<file path="config.mk">
export PLATFORM = sky130hd
export DESIGN_NAME = reg_file
export DESIGN_NICKNAME = d
export VERILOG_FILES = /design/src/rtl/reg_file_pkg.sv /design/src/rtl/reg_file_read_port.sv /design/src/rtl/reg_file.sv
export SDC_FILE = /design/constraint.sdc
export NUM_CORES = 2
export LEC_CHECK = 0
export ABC_AREA = 1
export ABC_CLOCK_PERIOD_IN_PS = 3400
export CAP_MARGIN = 5
export CELL_PAD_IN_SITES_DETAIL_PLACEMENT = 0
export CELL_PAD_IN_SITES_GLOBAL_PLACEMENT = 2
export CORE_MARGIN = 1
export CORE_UTILIZATION = 38
export CTS_BUF_LIST = sky130_fd_sc_hd__clkbuf_8
export DETAILED_ROUTE_END_ITERATION = 8
export HOLD_SLACK_MARGIN = 0.03
export PLACE_DENSITY = 0.95
export SLEW_MARGIN = 10
export SYNTH_ARGS = -nofsm -noshare
export SYNTH_HDL_FRONTEND = slang
export SYNTH_HIERARCHICAL = 1
export SYNTH_SLANG_ARGS = --single-unit
</file>
<file path="constraint.sdc">
create_clock -name Sys_clk -period 3.4 [get_ports Sys_clk]
set_clock_uncertainty 0.2 [all_clocks]
set_input_delay 0.51 -clock Sys_clk [delete_from_list [all_inputs] [get_ports Sys_clk]]
set_output_delay 0.51 -clock Sys_clk [all_outputs]
set_load 0.005 [all_outputs]
</file>
<file path="src/rtl/reg_file_pkg.sv">
// ---------------------------------------------------------------------------
// reg_file_pkg
// Shared widths, sentinels and helpers for the Tomasulo core (register file,
// ROB, reservation stations, LSB and dispatcher).
//   EX_REG_WIDTH-wide register indices carry one extra bit so that NON_REG
//   (1 << REG_WIDTH) can mean "no register".
//   EX_ROB_WIDTH-wide tags carry one extra bit so that NON_DEP
//   (1 << ROB_WIDTH) can mean "value is ready, no dependency".
// ---------------------------------------------------------------------------
package reg_file_pkg;

  localparam int REG_WIDTH    = 5;
  localparam int EX_REG_WIDTH = 6;
  localparam int NUM_REGS     = 1 << REG_WIDTH;
  localparam int NON_REG      = 1 << REG_WIDTH;
  localparam int ROB_WIDTH    = 4;
  localparam int EX_ROB_WIDTH = 5;
  localparam int NON_DEP      = 1 << ROB_WIDTH;
  localparam int DATA_WIDTH   = 32;

  typedef logic [EX_REG_WIDTH-1:0] ex_reg_t;
  typedef logic [REG_WIDTH-1:0]    reg_idx_t;
  typedef logic [ROB_WIDTH-1:0]    rob_idx_t;
  typedef logic [EX_ROB_WIDTH-1:0] ex_rob_t;
  typedef logic [DATA_WIDTH-1:0]   word_t;

  localparam ex_reg_t NON_REG_IDX = ex_reg_t'(NON_REG);
  localparam ex_rob_t NON_DEP_TAG = ex_rob_t'(NON_DEP);
  localparam word_t   ZERO_WORD   = {DATA_WIDTH{1'b0}};

  // True when idx names a real, writable architectural register:
  // not x0 and not the NON_REG sentinel (nor anything above it).
  function automatic logic is_arch_reg(input ex_reg_t idx);
    return (idx[EX_REG_WIDTH-1] == 1'b0) && (idx[REG_WIDTH-1:0] != {REG_WIDTH{1'b0}});
  endfunction

  // A live rename tag is a ROB index with the sentinel bit cleared.
  function automatic ex_rob_t ext_tag(input rob_idx_t idx);
    return {1'b0, idx};
  endfunction

endpackage

</file>
<file path="src/rtl/reg_file_read_port.sv">
// ---------------------------------------------------------------------------
// rf_read_port
// One combinational read port of the architectural register file.
//   rs               in  source register index (NON_REG or 0 -> constant 0)
//   val_arr/tag_arr  in  current register values and rename tags
//   commit_*         in  ROB commit port, used for the same-cycle bypass
//   v                out value (meaningful when q == NON_DEP)
//   q                out rename tag, NON_DEP when the value is ready
// ---------------------------------------------------------------------------
module rf_read_port
  import reg_file_pkg::*;
(
  input  ex_reg_t  rs,
  input  word_t    val_arr [NUM_REGS],
  input  ex_rob_t  tag_arr [NUM_REGS],
  input  logic     commit_en,
  input  rob_idx_t commit_rob_index,
  input  ex_reg_t  commit_rd,
  input  word_t    commit_value,
  output word_t    v,
  output ex_rob_t  q
);

  reg_idx_t rs_idx_s;
  word_t    stored_val_s;
  ex_rob_t  stored_tag_s;
  logic     bypass_hit_s;

  // Look up the stored entry and detect a commit that resolves it this cycle.
  always_comb begin
    rs_idx_s     = rs[REG_WIDTH-1:0];
    stored_val_s = val_arr[rs_idx_s];
    stored_tag_s = tag_arr[rs_idx_s];
    // The commit only resolves this operand if the register still waits on
    // exactly the committing ROB entry; an older producer must not bypass.
    bypass_hit_s = commit_en
                && (commit_rd == rs)
                && (stored_tag_s == ext_tag(commit_rob_index));
  end

  // Select the operand: sentinel/x0 constant, bypassed commit, or stored entry.
  always_comb begin
    if (!is_arch_reg(rs)) begin
      v = ZERO_WORD;
      q = NON_DEP_TAG;
    end else if (bypass_hit_s) begin
      v = commit_value;
      q = NON_DEP_TAG;
    end else begin
      v = stored_val_s;
      q = stored_tag_s;
    end
  end

endmodule

</file>
<file path="src/rtl/reg_file.sv">
// ---------------------------------------------------------------------------
// reg_file
// Architectural register file with rename tags for the Tomasulo core.
//   Sys_clk / Sys_rst         clock, synchronous active-high reset
//   Sys_rdy                   low: hold all state, ignore requests
//   ROB2RF_*                  commit port from the reorder buffer; pre_judge
//                             is the mispredict flush that clears all tags
//   DP2RF_*                   dispatcher: rs1/rs2 operand reads, rd rename
//   RF2DP_Qj/Qk, Vj/Vk        operand tags and values (combinational)
// Reads always observe the pre-rename tag of the current cycle, so an
// instruction such as addi x1,x1,1 depends on the previous producer of x1.
// ---------------------------------------------------------------------------
module reg_file
  import reg_file_pkg::*;
(
  input  logic     Sys_clk,
  input  logic     Sys_rst,
  input  logic     Sys_rdy,
  input  logic     ROB2RF_pre_judge,
  input  logic     ROB2RF_en,
  input  rob_idx_t ROB2RF_ROB_index,
  input  ex_reg_t  ROB2RF_rd,
  input  word_t    ROB2RF_value,
  input  logic     DP2RF_en,
  input  ex_reg_t  DP2RF_rs1,
  input  ex_reg_t  DP2RF_rs2,
  input  ex_reg_t  DP2RF_rd,
  input  rob_idx_t DP2RF_ROB_index,
  output ex_rob_t  RF2DP_Qj,
  output ex_rob_t  RF2DP_Qk,
  output word_t    RF2DP_Vj,
  output word_t    RF2DP_Vk
);

  word_t    val_r     [NUM_REGS];
  ex_rob_t  tag_r     [NUM_REGS];
  word_t    val_nxt_s [NUM_REGS];
  ex_rob_t  tag_nxt_s [NUM_REGS];

  reg_idx_t commit_idx_s;
  reg_idx_t rename_idx_s;
  logic     commit_wr_s;
  logic     commit_clr_s;
  logic     rename_s;

  // Decode the commit and rename requests for this cycle.
  always_comb begin
    commit_idx_s = ROB2RF_rd[REG_WIDTH-1:0];
    rename_idx_s = DP2RF_rd[REG_WIDTH-1:0];
    commit_wr_s  = ROB2RF_en && is_arch_reg(ROB2RF_rd);
    // A flush wipes every speculative tag, so a rename in the same cycle
    // would only re-create a dependency on a squashed ROB entry.
    rename_s     = DP2RF_en && is_arch_reg(DP2RF_rd) && !ROB2RF_pre_judge;
    // Only the newest producer may clear the tag; a later rename of the
    // same register in this cycle keeps its fresh tag.
    commit_clr_s = commit_wr_s
                && (tag_r[commit_idx_s] == ext_tag(ROB2RF_ROB_index))
                && !(rename_s && (rename_idx_s == commit_idx_s));
  end

  // Next-state value and tag for every register.
  always_comb begin
    for (int i = 0; i < NUM_REGS; i++) begin
      // Committed values are architectural and land even during a flush.
      if (commit_wr_s && (commit_idx_s == REG_WIDTH'(i))) begin
        val_nxt_s[i] = ROB2RF_value;
      end else begin
        val_nxt_s[i] = val_r[i];
      end

      if (ROB2RF_pre_judge) begin
        tag_nxt_s[i] = NON_DEP_TAG;
      end else if (rename_s && (rename_idx_s == REG_WIDTH'(i))) begin
        tag_nxt_s[i] = ext_tag(DP2RF_ROB_index);
      end else if (commit_clr_s && (commit_idx_s == REG_WIDTH'(i))) begin
        tag_nxt_s[i] = NON_DEP_TAG;
      end else begin
        tag_nxt_s[i] = tag_r[i];
      end
    end
  end

  // State register: reset dominates, Sys_rdy low freezes everything.
  always_ff @(posedge Sys_clk) begin
    if (Sys_rst) begin
      for (int i = 0; i < NUM_REGS; i++) begin
        val_r[i] <= ZERO_WORD;
        tag_r[i] <= NON_DEP_TAG;
      end
    end else if (Sys_rdy) begin
      for (int i = 0; i < NUM_REGS; i++) begin
        val_r[i] <= val_nxt_s[i];
        tag_r[i] <= tag_nxt_s[i];
      end
    end else begin
      for (int i = 0; i < NUM_REGS; i++) begin
        val_r[i] <= val_r[i];
        tag_r[i] <= tag_r[i];
      end
    end
  end

  // Operand j (rs1).
  rf_read_port u_read_j (
    .rs               (DP2RF_rs1),
    .val_arr          (val_r),
    .tag_arr          (tag_r),
    .commit_en        (ROB2RF_en),
    .commit_rob_index (ROB2RF_ROB_index),
    .commit_rd        (ROB2RF_rd),
    .commit_value     (ROB2RF_value),
    .v                (RF2DP_Vj),
    .q                (RF2DP_Qj)
  );

  // Operand k (rs2).
  rf_read_port u_read_k (
    .rs               (DP2RF_rs2),
    .val_arr          (val_r),
    .tag_arr          (tag_r),
    .commit_en        (ROB2RF_en),
    .commit_rob_index (ROB2RF_ROB_index),
    .commit_rd        (ROB2RF_rd),
    .commit_value     (ROB2RF_value),
    .v                (RF2DP_Vk),
    .q                (RF2DP_Qk)
  );

endmodule
</file>
==> results.md <==
| Step | Parameter | Value |
|:---|:---|:---|
| status | Outcome | finished with violations |
| status | Violations in the final reports | setup timing |
| global routing | Met3 GRT Util | 0.0888 |
| synthesis | Syn_nets | 11700 |
| timing | Hold Vio Cnt, Final | 0 |
| drt | Initial DRC Count | 13100 |
| global routing | Vias in the first global route | 78200 |
| setup path | Endpoint arrival time on the critical path | 3.41 ns |
| synthesis | Largest cells by area after synthesis | sky130_fd_sc_hd__dfxtp_1, sky130_fd_sc_hd__nand2_1, sky130_fd_sc_hd__nor2_1, sky130_fd_sc_hd__o21ai_0, sky130_fd_sc_hd__a21oi_1 |
| synthesis | Mean Syn Cell Area | 6.02 um^2 |
| drt | First-pass iteration count of the detailed router | 7 |
| global routing | Global routing usage on met1 | 0.449 |
| pwr | Leakage power figure | 34.7 nW |
| global routing | Global-route wire length before repair | 516000 um |
| timing | Final Critical Period | 4.12 ns |
| pwr | Power, Total | 0.0356 W |
| timing | Crit share post-route | 1.21 |
| synthesis | Top-area cell type share of the netlist area | 0.339 |
| die | Ports placed on the boundary | 144 |
| synthesis | Most frequently used flop master after synthesis | sky130_fd_sc_hd__dfxtp_1 |
| synthesis | Most frequent cell after synthesis | sky130_fd_sc_hd__nand2_1 |
| synthesis | Cell taking the most area after synthesis | sky130_fd_sc_hd__dfxtp_1 |
| timing | Maximum frequency from static timing analysis | 242 MHz |
| synthesis | Post-synthesis cell type count | 43 |
| layout | Final standard cell utilization of the core | 0.474 |
| synthesis | Number of synthesized register bits | 1184 |
| drt | WL/cell | 24.4 um |
| drt | DR vias | 85000 |
| synthesis | Netlist area before placement | 69900 um^2 |
| global routing | Maximum number of pins on one net before global-route repair | 138 |
| worst hold path | Worst hold-check path type | input pin to flip-flop |
| place | Gp weighted congestion | 1.02 |
| clock network | Count of H-tree levels built during CTS | 4 |
| die | Die height | 431 um |
| pwr | Max rail drop VDD | 0.485 mV |
| clock network | Clock tree from TritonCTS | yes |
| place | IO Port Bufs | 143 |
| timing | Final slew viol count | 0 |
| clock network | Clock Latency Late Sink | 1.02 ns |
| die | Area of the core | 183000 um^2 |
| setup path | Kind of critical path | flip-flop to output pin |
| pwr | Power density of the placed cells | 411 nW/um^2 |
| synthesis | Sequential area share after synthesis | 0.339 |
| drt | Detailed-route DRC error count | 0 |
| global routing | Gr ovfl total | 0 |
| setup path | First element of the critical path | tag_r[95]$_SDFFE_PP0P_ |
| die | Total number of placement rows | 157 |
| global routing | GRT Resource Usage Total | 0.368 |
| layout | Final Instance Area | 86700 um^2 |
| drt | Vias/cell | 5.84 |
| synthesis | Number of cells produced by synthesis | 11600 |
| worst hold path | Hold path start | DP2RF_en |
| die | Die footprint | 186000 um^2 |
| synthesis | Leading cell types by count after synthesis | sky130_fd_sc_hd__nand2_1, sky130_fd_sc_hd__nor2_1, sky130_fd_sc_hd__dfxtp_1, sky130_fd_sc_hd__o21ai_0, sky130_fd_sc_hd__a21oi_1 |
| synthesis | Post-synth ARST share | 0 |
| layout | # nets final | 12000 |
| timing | Final count of negative-setup-slack endpoints | 74 |
| clock network | Clock tree root driver cell | sky130_fd_sc_hd__clkbuf_8 |
| global routing | Most Crowded Layer GR | met2 |
| layout | Synth-to-Final Area Change | 23.9% |
| drt | Number of nets still failing antenna checks after routing | 0 |
| clock network | Sink count of the clock tree | 1184 |
| timing | Worst slew margin relative to its limit | 0.169 |
| layout | Fraction of layout instances using a drive strength above 1 | 0.150 |
| setup path | Startpoint Class | flip-flop |
| global routing | Met2 Use GR | 0.559 |
| timing | RSZ-0062 raised after global routing | yes |
| setup path | Data required time at the worst endpoint | 2.69 ns |
| setup path | Critical path fanouts, max | 8 |
| setup path | Startpoint of the worst-slack reg-to-reg timing path | tag_r[38]$_SDFFE_PP0P_ |
| timing | Worst Max-Slew Pin Slew | 1.25 ns |
| synthesis | Number of enable flip-flop cells after synthesis | 0 |
| synthesis | Yosys synthesis warning count | 6 |
| die | Initial cell density of the core | 0.382 |
| timing | Smallest hold slack | 0.202 ns |
| setup path | Critical path capture point type | output pin |
| clock network | CTS Buf Count | 213 |
| drt | Total detailed-routing wirelength | 356000 um |
| clock network | Number of buffers on the longest clock path | 3 |
| clock network | Clock-pin transition on the worst setup and hold timing paths | 0.07 ns |
| global routing | Initial antenna violation count | 13 |
| place | Detailed placement HPWL | 227000 um |
| flow run | Max-cap viol count | 0 |
| timing | Fin worst setup slack | -0.724 ns |
| place | Placed instance area | 79800 um^2 |
| die | Die width | 431 um |
## sequential cells by signal (all words and copies together), names as in the netlist
register,flops
tag_r,160
val_r,1024
## layout by cell type (no fill, tap or decap), types with 29 or more instances in the layout
cell type / count
sky130_fd_sc_hd__o211ai_1: 36
sky130_fd_sc_hd__nor2_4: 40
sky130_fd_sc_hd__a221oi_1: 36
sky130_fd_sc_hd__nand3_2: 57
sky130_fd_sc_hd__nand2_1: 2869
sky130_fd_sc_hd__dfxtp_1: 1112
sky130_fd_sc_hd__buf_4: 646
sky130_fd_sc_hd__clkbuf_8: 288
sky130_fd_sc_hd__buf_12: 256
sky130_fd_sc_hd__nand3_1: 751
sky130_fd_sc_hd__buf_6: 62
sky130_fd_sc_hd__o21ai_0: 1099
sky130_fd_sc_hd__inv_1: 499
sky130_fd_sc_hd__o311ai_1: 47
sky130_fd_sc_hd__dfxtp_2: 62
sky130_fd_sc_hd__buf_2: 52
sky130_fd_sc_hd__nand4_1: 62
sky130_fd_sc_hd__nor2_2: 42
sky130_fd_sc_hd__a21oi_1: 954
sky130_fd_sc_hd__a22oi_1: 232
sky130_fd_sc_hd__o311ai_0: 59
sky130_fd_sc_hd__nor2_1: 2276
sky130_fd_sc_hd__clkdlybuf4s50_1: 56
sky130_fd_sc_hd__nand3b_1: 30
sky130_fd_sc_hd__clkinv_2: 35
sky130_fd_sc_hd__nand2_2: 103
sky130_fd_sc_hd__inv_2: 29
## what timing repair did
| item | CTS | global route |
|---|---|---|
| pin swaps | 74 | 126 |
| hold buffers | 2 | 0 |
| hold endpoints to repair | 147 | 0 |
| setup endpoints to repair | 74 | 74 |
| resized for setup | 542 | 279 |
| cloned | 8 | 1 |
| buffers inserted | 38 | 35 |
## power by group
group	leakage (nW)	internal (W)	switching, W
registers	9.59	0.0140	0.000118
clock network	2.66	0.00828	0.00688
logic	22.5	0.00214	0.00418
total	34.7	0.0244	0.0112
## logic make-up (layout without fill, tap and decap cells)
group / after synthesis / in the layout / share of synthesized area
xor gates and xnor gates: 5 / 5 / 0.000626
AOI/OAI and AO/OA: 2544 / 2544 / 0.202
other: 0 / 3 / 0
and+or+nand+nor: 6365 / 6365 / 0.365
DFF: 1184 / 1184 / 0.339
buffers and inverters: 1527 / 2002 / 0.0932
## cell type report
type | instances | area [um^2]
Multi-Input combinational cell | 8914 | 41100
Clock buffer | 286 | 3940
Clock inverter | 114 | 826
Sequential cell | 1184 | 23800
Tap cell | 2464 | 3080
Timing Repair Buffer | 1101 | 12000
Antenna cell | 3 | 7.51
Inverter | 501 | 1960
Fill cell | 18700 | 96200
## path summary, 6_finish.rpt
kind	end	slack, ns	depth (start not counted)
setup / recovery	RF2DP_Vk[18]	-0.72	17
hold / removal	tag_r[149]$_SDFFE_PP1P_	0.20	7
setup reg to reg	tag_r[74]$_SDFFE_PP1P_	0.45	18
hold reg to reg	val_r[993]$_SDFFE_PP0P_	0.24	2
## critical path, stage by stage (launching register included)
cell and delay (ns):
sky130_fd_sc_hd__dfxtp_2 0.33, sky130_fd_sc_hd__buf_6 0.11, sky130_fd_sc_hd__or2_1 0.22, sky130_fd_sc_hd__nand3_2 0.10, sky130_fd_sc_hd__nand3_4 0.10, sky130_fd_sc_hd__nand3_4 0.11
sky130_fd_sc_hd__nand3_4 0.10, sky130_fd_sc_hd__nand3_2 0.09, sky130_fd_sc_hd__nand2_2 0.07, sky130_fd_sc_hd__nor2_4 0.16, sky130_fd_sc_hd__nand3_4 0.11, sky130_fd_sc_hd__buf_12 0.16
sky130_fd_sc_hd__buf_12 0.15, sky130_fd_sc_hd__nand2_4 0.06, sky130_fd_sc_hd__inv_4 0.04, sky130_fd_sc_hd__nor2_4 0.20, sky130_fd_sc_hd__buf_6 0.19, sky130_fd_sc_hd__buf_6 0.10
## routing by layer
metal | share of wire | vias to the layer above | wire length [um]
met3 | 0.11 | 1379 | 40300
met1 | 0.37 | 39400 | 133000
li1 | - | 38500 | -
met5 | 0.00058 | - | 206
met2 | 0.43 | 5740 | 153000
met4 | 0.084 | 6 | 29800
## through the flow
stage	instances	worst slack [ns]	TNS (ns)
finish	14600	-0.724	-40.17
global route	14600	-0.790	-45.93
CTS	14500	-0.920	-44.24
detailed placement	14100	-1.19	-99.40
global placement	14100	-1.20	-93.57
floorplan	11600	0.640	0
No activity file was read; power rests on OpenSTA's default activity.
